--- src/rtl/exec_writeback.sv ---
// Execute/write-back stage of processor Z: six-entry register file, E->W ALU pipeline
// with E/W operand forwarding, condition codes and a sticky illegal-instruction flag.
module exec_writeback #(
  parameter int unsigned NREG = 6,
  parameter int unsigned XLEN = 32
) (
  input  logic            clock,
  input  logic            resetn,
  input  logic            in_valid,
  input  logic [3:0]      icode,
  input  logic [3:0]      ifun,
  input  logic [3:0]      rA,
  input  logic [3:0]      rB,
  input  logic [15:0]     valC,
  output logic            wb_valid,
  output logic [3:0]      wb_dst,
  output logic [XLEN-1:0] wb_val,
  output logic            zf,
  output logic            sf,
  output logic            of,
  output logic            err,
  input  logic [3:0]      dbg_sel,
  output logic [XLEN-1:0] dbg_dat
);

  localparam int unsigned IW = (NREG > 1) ? $clog2(NREG) : 1;
  localparam logic [3:0] IC_IRMOV = 4'h3;
  localparam logic [3:0] IC_OP    = 4'h6;
  localparam logic [3:0] REG_NONE = 4'hF;
  localparam logic [3:0] NREG_ID  = 4'(NREG);

  logic [XLEN-1:0] rf [NREG];

  logic            e_valid;
  logic [3:0]      e_dst;
  logic [XLEN-1:0] e_res;
  logic            e_is_op;
  logic            e_of;

  logic            is_irmov, is_op, legal, accept;
  logic [XLEN-1:0] op_a, op_b, sum, diff, alu_res;
  logic            alu_of;

  // Decode legality; a set err blocks all further acceptance
  always_comb begin
    is_irmov = (icode == IC_IRMOV) && (ifun == 4'd0) && (rA == REG_NONE) && (rB < NREG_ID);
    is_op    = (icode == IC_OP) && (ifun <= 4'd3) && (rA < NREG_ID) && (rB < NREG_ID);
    legal    = is_irmov || is_op;
    accept   = in_valid && !err;
  end

  // Operand read: the youngest in-flight producer (E) wins over W, which wins over the file
  always_comb begin
    op_a = '0;
    op_b = '0;
    if (rA < NREG_ID) op_a = rf[rA[IW-1:0]];
    if (wb_valid && (wb_dst == rA)) op_a = wb_val;
    if (e_valid && (e_dst == rA)) op_a = e_res;
    if (rB < NREG_ID) op_b = rf[rB[IW-1:0]];
    if (wb_valid && (wb_dst == rB)) op_b = wb_val;
    if (e_valid && (e_dst == rB)) op_b = e_res;
  end

  // ALU; SUB is R[rB] - R[rA]
  always_comb begin
    sum     = op_b + op_a;
    diff    = op_b - op_a;
    alu_res = '0;
    alu_of  = 1'b0;
    if (icode == IC_IRMOV) begin
      alu_res = XLEN'(valC);
    end else begin
      case (ifun[1:0])
        2'd0: begin
          alu_res = sum;
          alu_of  = (op_a[XLEN-1] == op_b[XLEN-1]) && (sum[XLEN-1] != op_b[XLEN-1]);
        end
        2'd1: begin
          alu_res = diff;
          alu_of  = (op_a[XLEN-1] != op_b[XLEN-1]) && (diff[XLEN-1] != op_b[XLEN-1]);
        end
        2'd2:    alu_res = op_b & op_a;
        default: alu_res = op_b ^ op_a;
      endcase
    end
  end

  always_ff @(posedge clock) begin
    if (!resetn) begin
      for (int unsigned i = 0; i < NREG; i++) rf[i] <= '0;
      e_valid  <= 1'b0;
      e_dst    <= '0;
      e_res    <= '0;
      e_is_op  <= 1'b0;
      e_of     <= 1'b0;
      wb_valid <= 1'b0;
      wb_dst   <= '0;
      wb_val   <= '0;
      zf       <= 1'b0;
      sf       <= 1'b0;
      of       <= 1'b0;
      err      <= 1'b0;
    end else begin
      // W stage: retire whatever E holds
      wb_valid <= e_valid;
      if (e_valid) begin
        rf[e_dst[IW-1:0]] <= e_res;
        wb_dst            <= e_dst;
        wb_val            <= e_res;
        if (e_is_op) begin
          zf <= (e_res == '0);
          sf <= e_res[XLEN-1];
          of <= e_of;
        end
      end
      // E stage
      e_valid <= accept && legal;
      if (accept && legal) begin
        e_dst   <= rB;
        e_res   <= alu_res;
        e_is_op <= is_op;
        e_of    <= alu_of;
      end
      if (accept && !legal) err <= 1'b1;
    end
  end

  assign dbg_dat = (dbg_sel < NREG_ID) ? rf[dbg_sel[IW-1:0]] : '0;

endmodule
--- config.mk ---
export PLATFORM = sky130hd
export DESIGN_NAME = exec_writeback
export DESIGN_NICKNAME = d
export VERILOG_FILES = /design/src/rtl/exec_writeback.sv
export SDC_FILE = /design/constraint.sdc
export NUM_CORES = 1
export LEC_CHECK = 0
export ABC_CLOCK_PERIOD_IN_PS = 5800
export BUFFER_PORTS_ARGS = -buffer_cell sky130_fd_sc_hd__buf_2
export CAP_MARGIN = 20
export CORE_AREA = 2 2 242 244
export CTS_BUF_LIST = sky130_fd_sc_hd__clkbuf_16
export DETAILED_ROUTE_END_ITERATION = 8
export DIE_AREA = 0 0 244 246
export HOLD_SLACK_MARGIN = 0.06
export MAX_ROUTING_LAYER = met4
export PLACE_DENSITY_LB_ADDON = 0.12
export SLEW_MARGIN = 20
export SYNTH_ARGS = -nofsm -noshare
export SYNTH_HDL_FRONTEND = slang
export SYNTH_SLANG_ARGS = --single-unit
export TNS_END_PERCENT = 10
--- constraint.sdc ---
create_clock -name clock -period 5.8 [get_ports clock]
set_clock_uncertainty 0.2 [all_clocks]
set_input_delay 0.58 -clock clock [delete_from_list [all_inputs] [get_ports clock]]
set_output_delay 0.58 -clock clock [all_outputs]
set_load 0.02 [all_outputs]
* Word level (Yosys, flattened, before mapping) *
Memories as Yosys holds them, arrays and structs flattened.
Cells that the tools add are included.

operators by class
  add/subtract/negate cells = 2
  order comparisons = 4
  equal/unequal tests = 13
  multiplexer cells = 18
  bitwise logic cells = 2
  reduce and logical (&&, ||, !) cells = 23

operator list
  operator              count
  $mux W32              9
  $pmux W32 S3          1
  $add A32 B32 Y32      1
  $and A32 B32 Y32      1
  $logic_not A32 Y1     1
  $reduce_or A32 Y1     1
  $sub A32 B32 Y32      1
  $xor A32 B32 Y32      1
  $eq A4 B4 Y1          4
  $logic_and A1 B1 Y1   15
  $lt A4 B3 Y1 const B  3
  $mux W1               6
  $eq A4 B2 Y1 const B  1
  $eq A4 B3 Y1 const B  1
  $eq A4 B4 Y1 const B  1
  $le A4 B2 Y1 const B  1
  $logic_not A4 Y1      1
  $mux W3               1
  $ne A1 B1 Y1          3
  $eq A2 B1 Y1 const B  1
  $eq A2 B2 Y1 const B  1
  $logic_not A1 Y1      2
  $logic_not A2 Y1      1
  $pmux W1 S2           1
  other kinds (3)       3

storage, ports and cells
  bits in registers = 80
  RAM bits = 192
  input port bits = 39
  output and inout bits = 73
  logic and storage cells = 75
  memories kept = 1

memory list
  memory  words  width  read ports  clocked after memory_dff  write ports  line  text
  rf      6      32     3           0                         6            32    logic [XLEN-1:0] rf [NREG];

* Longest topological paths before layout *
Gate-level depths: netlist of the first run.

  word-level depth = 9
  mapped depth = 23
  mapped depth without buffers = 20

* Worst setup path after synthesis of the first run *
OpenSTA, ideal clock, no wires.

  kind = input-to-reg
  from = input port rA[1]
  to = register e_of
  setup time = 0.117 ns
  arrival = 4.861 ns
  data required time = 5.483 ns
  setup slack = 0.622 ns
  cell stages on the path = 22
  buffers on the path = 5
  cell sequence = clkbuf_1 inv_1 clkbuf_1 clkbuf_1 buf_1 o22ai_1 a211oi_1 nand3_1 o21ai_0 nand2_1 nand2_1 inv_1 ha_1 buf_6 or4_4 a211o_1 a21oi_4 o2111ai_2 a2111oi_4 or3_1 o211ai_1 a22o_1

between the ends
  cells in the longest elaborated chain, start to end = 9
  elaborated cells on any way between the ends = 26
  classes of those cells = add/sub: 2; order compare: 1; eq/ne: 7; mux: 5; reduce/logical: 10; memory: 1

RTL lines
  element                                                      line    text
  from (decl)                                                  12      input logic [3:0] rA,
  $lt A4 B3 Y1 (tied with other cells)                         47, 56
  $mux W32 / $logic_and A1 B1 Y1 (equally long branches)       56, 57
  $mux W32                                                     57      if (wb_valid && (wb_dst == rA)) op_a = wb_val;
  $mux W32                                                     58      if (e_valid && (e_dst == rA)) op_a = e_res;
  $sub A32 B32 Y32 / $add A32 B32 Y32 (equally long branches)  67, 66
  $ne A1 B1 Y1 (on tied branches)                              80, 76
  $logic_and A1 B1 Y1 (on tied branches)                       80, 76
  $pmux W1 S2                                                  73      case (ifun[1:0])
  $mux W1                                                      70      if (icode == IC_IRMOV) begin
  to (signal assigned)                                         122     e_of <= alu_of;
  to (decl)                                                    38      logic e_of;

Several ways; a longest one is shown, not always the timed one.
A chain may end at the register's enable or synchronous reset.

* Worst setup path in the final report of the first run *
  from = register wb_dst[3]
  to = register e_res[28]

between the ends
  cells in the longest elaborated chain, start to end = 7
  elaborated cells on any way between the ends = 14
  classes of those cells = add/sub: 2; eq/ne: 2; mux: 6; bitwise: 2; reduce/logical: 2

RTL lines
  element                                   line    text
  from (decl)                               16      output logic [3:0] wb_dst,
  from (signal assigned)                    108     wb_dst <= e_dst;
  $eq A4 B4 Y1 (on tied branches)           60, 57
  $logic_and A1 B1 Y1 (on tied branches)    60, 57
  $mux W32 (on tied branches)               60, 57
  $mux W32 (on tied branches)               61, 58
  $sub A32 B32 Y32 (tied with other cells)  67      diff = op_b - op_a;
  $pmux W32 S3 *                            73
  $mux W32 *                                70
  to (signal assigned)                      120     e_res <= alu_res;
  to (decl)                                 36      logic [XLEN-1:0] e_res;

Mark *: on every way between the ends. The rest lies on a longest branch, timed or not.

==> flow_metrics.env, run 1 <==
export IMPL_rsz0062_at_grt="false"
export IMPL_std_cell_rows=88
export IMPL_clk_path_buf_depth=3
export IMPL_finalSetupTns_ns=0
export IMPL_portBuffers=111
export IMPL_cts_tree="done"
export IMPL_gr_usage_all_layers=0.289
export IMPL_clock_latency_ns=0.58
export IMPL_critical_path_class="flop to flop"
export IMPL_p_sw_w=0.00172
export IMPL_ys_async_sr_fraction=0
export IMPL_relSlewSlack=0.160
export IMPL_power_frac_clock=0.409
export IMPL_dp_hpwl_um=59700
export IMPL_dieWidth_um=244
export IMPL_ant_nets=0
export IMPL_drc_errors=0
export IMPL_cts_resized=0
export IMPL_numClockSinks=272
export IMPL_power_frac_comb=0.203
export IMPL_numCtsBuffers=35
export IMPL_yosys_warnings=0
export IMPL_status="finished clean"
export IMPL_vias=19724
export IMPL_die_y_um=246
export IMPL_hold_viol=0
export IMPL_fmax_mhz=183
export IMPL_syn_num_nets=2523
export IMPL_synthTopCellsByArea="edfxtp_1 (29%), nor2_1 (9.0%), dfxtp_1 (8.1%), a21oi_1 (5.3%), nand2_1 (4.3%)"
export IMPL_hold_path_class="input port to flop"
export IMPL_cp_start_kind="flop"
export IMPL_cts_setup_buffers=0
export IMPL_ys_seq_elements=272
export IMPL_slowest_stage="a2111oi_0"
export IMPL_drt_first_iter_violations=2124
export IMPL_drt_wl_total_um=85900
export IMPL_maxCapViolations=0
export IMPL_synthCells=2419
export IMPL_synth_most_common_cell="nor2_1"
export IMPL_drv_slew=0
export IMPL_leakage_nw=8.93
export IMPL_ys_types=84
export IMPL_io_pins=112
export IMPL_grt_max_degree=76
export IMPL_wl_per_cell_um=26.3
export IMPL_drtPass1Iterations=6
export IMPL_yosysTopAreaCellShare=0.290
export IMPL_synth_common_cells="nor2_1 (476), nand2_1 (229), a21oi_1 (212), edfxtp_1 (192), clkbuf_1 (161)"
export IMPL_slowest_delay_ns=0.76
export IMPL_layout_drive_gt1_share=0.151
export IMPL_swShare=0.308
export IMPL_setup_viol=0
export IMPL_ys_flop_type="edfxtp_1"
export IMPL_worst_pin_slew_ns=1.23
export IMPL_path_max_fanout=29
export IMPL_htree_levels=2
export IMPL_area_delta_synth_final_pct=14.9
export IMPL_crit_chain="inv_1 -> o2111ai_1 -> a211oi_4 -> buf_12 -> a2111oi_0 -> a21oi_1 -> a21oi_1 -> ha_1 -> or3_1 -> a31oi_1 -> o31ai_2 -> o311a_1 -> o41a_1 -> o311a_1 -> nor4_1 -> nor3b_1"
export IMPL_grt_pass1_wl_um=126000
export IMPL_ys_seq_area_frac=0.371
export IMPL_powerDensity_nw_per_um2=245
export IMPL_synth_edf_count=192
export IMPL_cts_hold_fix_buffers=0
export IMPL_grt_pass1_vias=18775
export IMPL_timing_final_crit_period_ns=5.47
export IMPL_p_int_w=0.00387
export IMPL_post_place_ws_ns=0.0291
export IMPL_antenna_found_initial=7
export IMPL_synth_cell_area_um2=19900
export IMPL_gp_congestion=0.975
export IMPL_vias_per_cell=6.04
export IMPL_clkTransAtPathRegs_ns=0.06
export IMPL_endpoint_kind="flop"
export IMPL_start_util=0.346
export IMPL_cts_root_buf="clkbuf_16"
export IMPL_yosys_area_top_type="edfxtp_1"
export IMPL_seqPwrFrac=0.388
export IMPL_peakVddDrop_uv=161
export IMPL_fp_dieArea_um2=60000
export IMPL_coreArea_um2=57400
export IMPL_cp_data_required_time_ns=6.05
export IMPL_final_setup_worst_slack_ns=0.333
export IMPL_grt_ovfl_total=0
export IMPL_period_share=0.943
export IMPL_syn_avg_cell_area_um2=8.22
export IMPL_arrival_ns=5.72
export IMPL_finalPower_w=0.00559
export IMPL_fin_nets=2577
[worst max-delay path, delay by kind of cell, from the launching register on]
family,cells,cell delay (ns)
simple gates,3,0.77
fa+ha+maj,1,0.36
compound gates,10,3.26
buf+inv,2,0.34
flops,1,0.41
[state kept, by name (all words and copies together) (netlist names), 4 cells and up]
register / cells
e_dst: 4
e_res: 32
rf: 192
wb_dst: 4
wb_val: 32
[cells in the final DEF, fill, tap and decap left out, types with 8 or more instances in the layout]
cell,n
dfxtp_1,79
o21a_1,17
a21oi_1,211
clkinv_1,10
a21o_1,18
edfxtp_1,192
xor2_1,13
clkinv_2,8
o31ai_1,24
xnor2_1,13
a31oi_1,12
nor2b_1,13
o21bai_1,13
buf_2,109
buf_4,87
nand3_1,29
ha_1,63
mux2_2,38
o211ai_1,16
nand2b_1,10
a211oi_1,32
mux2i_1,79
nand2_1,222
or3_1,20
nor4_1,12
nor2_1,475
a2111oi_0,20
o22ai_1,108
inv_1,105
mux4_2,34
o21ai_0,104
buf_12,15
a22o_1,13
a221oi_1,11
nor3_1,66
a22oi_1,38
clkbuf_16,38
[layout make-up]
class	count	area, µm²
inverters	110	413
diodes	3	7.51
repair buffers	211	1500
flip-flops and latches	272	7370
clock buffers	38	951
clock inverters	25	239
fillers	5830	34500
multi-input cells	1843	11400
well taps	765	957
[metal layers]
layer	vias to the layer above	routed length, µm	GRT usage
li1	8909	-	-
met4	0	2280	0.0832
met5	-	0	-
met3	160	7270	0.0450
met1	9610	37800	0.394
met2	1045	38500	0.442
[path summary, 6_finish.rpt]
kind         startpoint         to  slack, ns  cells past startpoint
min reg2reg          sf         sf       0.25                      2
max           wb_dst[3]  e_res[28]       0.33                     16
min            in_valid        err       0.09                      3
max reg2reg   wb_dst[3]  e_res[28]       0.33                     16
[kinds of logic after synthesis]
logic type / share of synthesized area
fa+ha+maj: 0.0417
buf+inv: 0.0580
xor+xnor: 0.0115
simple gates: 0.190
mux: 0.0999
compound gates: 0.228
flops: 0.371
[power by group through the flow]
stage	registers, W	logic (W)	clock network [W]
after floorplan	0.00219	0.000728	0
after global placement	0.00220	0.00111	0
after detailed placement	0.00220	0.00111	0
after CTS	0.00216	0.00111	0.00231
after global routing	0.00217	0.00121	0.00239
final	0.00217	0.00114	0.00228
[stage by stage]
stage,instances,hold WS (ns),area [µm²],utilization
floorplan,2419,0.244,19900,-
global placement,3201,0.242,21600,0.377
detailed placement,3201,0.245,21600,0.377
CTS,3264,0.0700,22800,0.398
global route,3267,0.117,22800,0.398
finish,3267,0.0925,22800,0.398
Note: power is estimated with default switching activity, not from simulation.
==> run 2, diff against run 1 <==
Settings changed: REMOVE_ABC_BUFFERS set to 1.
==> flow_metrics.env, run 2 (same netlist as run 1, synthesis figures left out) <==
export IMPL_crit_chain="inv_1 -> o2111ai_1 -> a211oi_4 -> buf_12 -> a2111oi_1 -> a21oi_1 -> a21oi_1 -> ha_1 -> nor3b_1 -> o211ai_1 -> a31oi_1 -> o31ai_2 -> o311a_1 -> o41a_1 -> o311a_1 -> nor4_1 -> nor3b_1"
export IMPL_drt_first_iter_violations=2345
export IMPL_numCtsBuffers=35
export IMPL_arrival_ns=5.68
export IMPL_drt_wl_total_um=83900
export IMPL_slowest_delay_ns=0.77
export IMPL_worst_pin_slew_ns=1.06
export IMPL_cp_data_required_time_ns=6.03
export IMPL_slowest_stage="a2111oi_1"
export IMPL_finalPower_w=0.00571
export IMPL_clkTransAtPathRegs_ns=0.06
export IMPL_final_common_cell="nor2_1"
export IMPL_post_place_ws_ns=-0.0652
export IMPL_top_register="rf"
export IMPL_drt_met1_wl_um=36400
export IMPL_io_pins=112
export IMPL_numClockSinks=272
export IMPL_cts_hold_fix_buffers=0
export IMPL_hold_viol=0
export IMPL_fin_cells=3276
export IMPL_htree_levels=2
export IMPL_start_util=0.346
export IMPL_cts_resized=0
export IMPL_drv_slew=0
export IMPL_reg_top3="rf (192), e_res (32), wb_val (32)"
export IMPL_cts_tree="done"
export IMPL_power_frac_comb=0.198
export IMPL_powerDensity_nw_per_um2=249
export IMPL_endpoint_kind="flop"
export IMPL_clock_latency_ns=0.57
export IMPL_period_share=0.939
export IMPL_p_int_w=0.00400
export IMPL_final_cell_mix="nor2_1 (475), nand2_1 (222), a21oi_1 (211)"
export IMPL_grt_pass1_wl_um=124000
export IMPL_layout_drive_gt1_share=0.154
export IMPL_portBuffers=111
export IMPL_p_sw_w=0.00171
export IMPL_hold_path_class="input port to flop"
export IMPL_maxCapViolations=0
export IMPL_status="finished clean"
export IMPL_grt_pass1_vias=18549
export IMPL_relSlewSlack=0.277
export IMPL_leakage_nw=8.98
export IMPL_antenna_found_initial=3
export IMPL_peakVddDrop_uv=265
export IMPL_fin_area_um2=23000
export IMPL_cts_setup_buffers=0
export IMPL_dp_hpwl_um=58200
export IMPL_critical_path_class="flop to flop"
export IMPL_largest_register_ffs=192
export IMPL_area_delta_synth_final_pct=15.5
export IMPL_final_setup_worst_slack_ns=0.353
export IMPL_rsz0062_at_grt="false"
export IMPL_fp_dieArea_um2=60000
export IMPL_vias_per_cell=5.95
export IMPL_dieWidth_um=244
export IMPL_fmax_mhz=184
export IMPL_path_max_fanout=42
export IMPL_fin_nets=2585
export IMPL_r2r_setup_slack_ns=0.35
export IMPL_seqPwrFrac=0.380
export IMPL_cp_start_kind="flop"
export IMPL_wl_met2_um=37900
export IMPL_die_y_um=246
export IMPL_drtPass1Iterations=6
export IMPL_grt_ovfl_total=0
export IMPL_std_cell_rows=88
export IMPL_coreArea_um2=57400
export IMPL_swShare=0.300
export IMPL_gp_congestion=0.953
export IMPL_vias=19483
export IMPL_ant_nets=0
export IMPL_drc_errors=0
export IMPL_wl_per_cell_um=25.6
export IMPL_power_frac_clock=0.423
export IMPL_placed_cell_area_um2=21700
export IMPL_timing_final_crit_period_ns=5.45
export IMPL_grt_max_degree=63
export IMPL_setup_viol=0
export IMPL_cts_root_buf="clkbuf_16"
export IMPL_clk_path_buf_depth=3
export IMPL_dp_cells=3209
export IMPL_wl_met3_um=7220
export IMPL_gr_usage_all_layers=0.282
export IMPL_dr_max_layer_used="met4"
-- run 2: cell count changes in the layout (fill, tap and decap cells not counted), moves of 2 or more --
cell,before,now
clkinv_2,8,6
buf_4,87,96
bufinv_16,3,7
clkbuf_16,38,36
-- run 2: cell type report --
cell class              count  area, µm²
multi-input cells        1843      11400
well taps                 765        957
repair buffers            219       1550
clock inverters            28        357
clock buffers              36        901
inverters                 110        413
fillers                  5783      34400
flip-flops and latches    272       7370
diodes                      3       7.51
-- run 2: power groups by stage --
stage,logic (W),clock network (W),registers [W]
final,0.00113,0.00241,0.00217
after detailed placement,0.00111,0,0.00221
after CTS,0.00111,0.00246,0.00216
after global placement,0.00110,0,0.00221
after global routing,0.00122,0.00252,0.00217
after floorplan,0.000664,0,0.00219
-- run 2: per-layer routing --
| metal | vias up | GRT usage |
|---|---|---|
| li1 | 8932 | - |
| met1 | 9416 | 0.376 |
| met2 | 988 | 0.436 |
| met3 | 147 | 0.0515 |
| met4 | 0 | 0.0821 |
| met5 | - | - |
-- run 2: critical path, delay by kind of cell (launching register included) --
kind | cells | cell delay [ns]
compound gates | 11 | 3.35
fa+ha+maj | 1 | 0.29
buf+inv | 2 | 0.32
flops | 1 | 0.40
simple gates | 3 | 0.73
-- run 2: path summary, 6_finish.rpt --
kind / startpoint / to / depth (start not counted)
max: wb_dst[3] / e_res[28] / 17
min: in_valid / err / 3
max reg2reg: wb_dst[3] / e_res[28] / 17
min reg2reg: sf / sf / 2
-- run 2: metrics by stage --
| stage | utilization | hold WS (ns) | setup TNS [ns] |
|---|---|---|---|
| floorplan | - | 0.244 | -62.70 |
| global placement | 0.377 | 0.250 | 0 |
| detailed placement | 0.378 | 0.253 | -0.0652 |
| CTS | 0.400 | 0.0747 | 0 |
| global route | 0.400 | 0.106 | 0 |
| finish | 0.400 | 0.0985 | 0 |
==> run 3, diff against run 2 <==
Settings changed: CORE_AREA 2 2 242 244 to 4 4 196 198, DIE_AREA 0 0 244 246 to 0 0 200 202.
==> flow_metrics.env, run 3 (same netlist as run 1, synthesis figures left out) <==
export IMPL_cp_start_kind="flop"
export IMPL_wl_per_cell_um=25.6
export IMPL_ant_nets=0
export IMPL_relSlewSlack=0.280
export IMPL_powerDensity_nw_per_um2=239
export IMPL_wl_met3_um=8090
export IMPL_swShare=0.300
export IMPL_largest_register_ffs=192
export IMPL_final_cell_mix="nor2_1 (474), nand2_1 (227), a21oi_1 (211)"
export IMPL_fmax_mhz=191
export IMPL_gr_usage_all_layers=0.372
export IMPL_coreArea_um2=36500
export IMPL_cts_setup_buffers=0
export IMPL_antenna_cells=0
export IMPL_clock_latency_ns=0.60
export IMPL_crit_buf_inv=2
export IMPL_dp_cells=2891
export IMPL_p_int_w=0.00371
export IMPL_layout_drive_gt1_share=0.141
export IMPL_numClockSinks=272
export IMPL_dieWidth_um=200
export IMPL_gp_congestion=1.05
export IMPL_portBuffers=111
export IMPL_area_delta_synth_final_pct=11.4
export IMPL_cts_resized=0
export IMPL_drtPass1Iterations=8
export IMPL_drt_wl_total_um=75700
export IMPL_hold_worst_slack_ns=0.0782
export IMPL_hold_path_class="input port to flop"
export IMPL_power_frac_comb=0.204
export IMPL_maxCapViolations=0
export IMPL_hold_viol=0
export IMPL_fin_cells=2954
export IMPL_start_util=0.544
export IMPL_peakVddDrop_uv=229
export IMPL_cts_tree="done"
export IMPL_seqPwrFrac=0.409
export IMPL_period_share=0.902
export IMPL_dr_max_layer_used="met4"
export IMPL_wl_met2_um=33700
export IMPL_numCtsBuffers=31
export IMPL_grt_pass1_vias=19167
export IMPL_vias_per_cell=6.76
export IMPL_finalPower_w=0.00530
export IMPL_post_place_ws_ns=0.193
export IMPL_cts_root_buf="clkbuf_16"
export IMPL_drc_errors=0
export IMPL_die_y_um=202
export IMPL_cp_top_family="compound AO/OA/AOI/OAI gates"
export IMPL_clk_path_buf_depth=3
export IMPL_finalSetupTns_ns=0
export IMPL_antenna_found_initial=0
export IMPL_slowest_stage="a2111oi_0"
export IMPL_vias=19957
export IMPL_cp_data_required_time_ns=6.13
export IMPL_crit_chain="inv_1 -> o2111ai_1 -> a211oi_4 -> buf_12 -> a2111oi_0 -> a21oi_1 -> a21oi_1 -> ha_1 -> nor3_1 -> nand2_1 -> a2111oi_0 -> o2111ai_1 -> and4_1 -> o31a_1 -> nor4_1 -> o21ai_0 -> a31oi_1"
export IMPL_status="finished clean"
export IMPL_p_sw_w=0.00159
export IMPL_grt_pass1_wl_um=114000
export IMPL_timing_final_crit_period_ns=5.23
export IMPL_htree_levels=1
export IMPL_worst_pin_slew_ns=1.07
export IMPL_fin_nets=2565
export IMPL_drt_first_iter_violations=2470
export IMPL_arrival_ns=5.56
export IMPL_final_common_cell="nor2_1"
export IMPL_endpoint_kind="flop"
export IMPL_power_frac_clock=0.387
export IMPL_std_cell_rows=70
export IMPL_reg_top3="rf (192), e_res (32), wb_val (32)"
export IMPL_path_max_fanout=50
export IMPL_rsz0062_at_grt="false"
export IMPL_critical_path_class="flop to flop"
export IMPL_leakage_nw=8.76
export IMPL_setup_viol=0
export IMPL_slowest_delay_ns=0.62
export IMPL_io_pins=112
export IMPL_fp_dieArea_um2=40400
export IMPL_drt_met1_wl_um=29100
export IMPL_grt_max_degree=76
export IMPL_clkTransAtPathRegs_ns=0.06
export IMPL_drv_slew=0
export IMPL_dp_hpwl_um=50900
export IMPL_grt_ovfl_total=0
export IMPL_top_register="rf"
export IMPL_final_setup_worst_slack_ns=0.567
run 3: cell types whose count changed in the layout (fill, tap and decap cells not counted), sizes merged:
cell	delta
buf	-20
bufinv	-2
clkbuf	-5
clkinv	-2
clkinvlp	+2
diode	-3
dlygate4sd3	+4
inv	+1
run 3: path summary, 6_finish.rpt:
check,from,end,slack (ns),cells after the start
min reg2reg,sf,sf,0.26,2
max reg2reg,wb_dst[3],e_res[29],0.57,17
min,valC[8],e_res[8],0.08,3
max,wb_dst[3],e_res[29],0.57,17
run 3: metrics by stage:
stage | cell area (µm²) | util
global route | 22100 | 0.606
floorplan | 19100 | -
detailed placement | 21000 | 0.576
global placement | 21000 | 0.576
CTS | 22100 | 0.605
finish | 22100 | 0.606
run 3: power by group through the flow:
stage | clock, W | combinational [W] | sequential (W)
final | 0.00205 | 0.00108 | 0.00217
after global routing | 0.00214 | 0.00116 | 0.00217
after CTS | 0.00206 | 0.00105 | 0.00216
after floorplan | 0 | 0.000664 | 0.00219
after global placement | 0 | 0.00103 | 0.00220
after detailed placement | 0 | 0.00105 | 0.00220
run 3: worst min-delay path, cell delays in order:
cell and delay (ns):
buf_2 0.08, a221oi_1 0.07, nor2_1 0.10
run 3: timing repair:
action,CTS,global route
setup endpoints to repair,0,0
hold buffers,4,0
endpoints found under the hold margin,4,0
run 3: area by class of cell:
class                      count  area [µm²]
clock buffer                  31         776
clock inverter                27         264
fill                        3256       14400
inverter                     110         413
multi-input combinational   1843       11400
sequential                   272        7370
tap                          468         586
timing repair buffer         203        1340
run 3: per-layer routing:
layer | up-vias | GRT usage
met1 | 9459 | 0.481
met4 | 0 | 0.188
met2 | 1360 | 0.567
met5 | - | -
met3 | 266 | 0.0605
li1 | 8872 | -
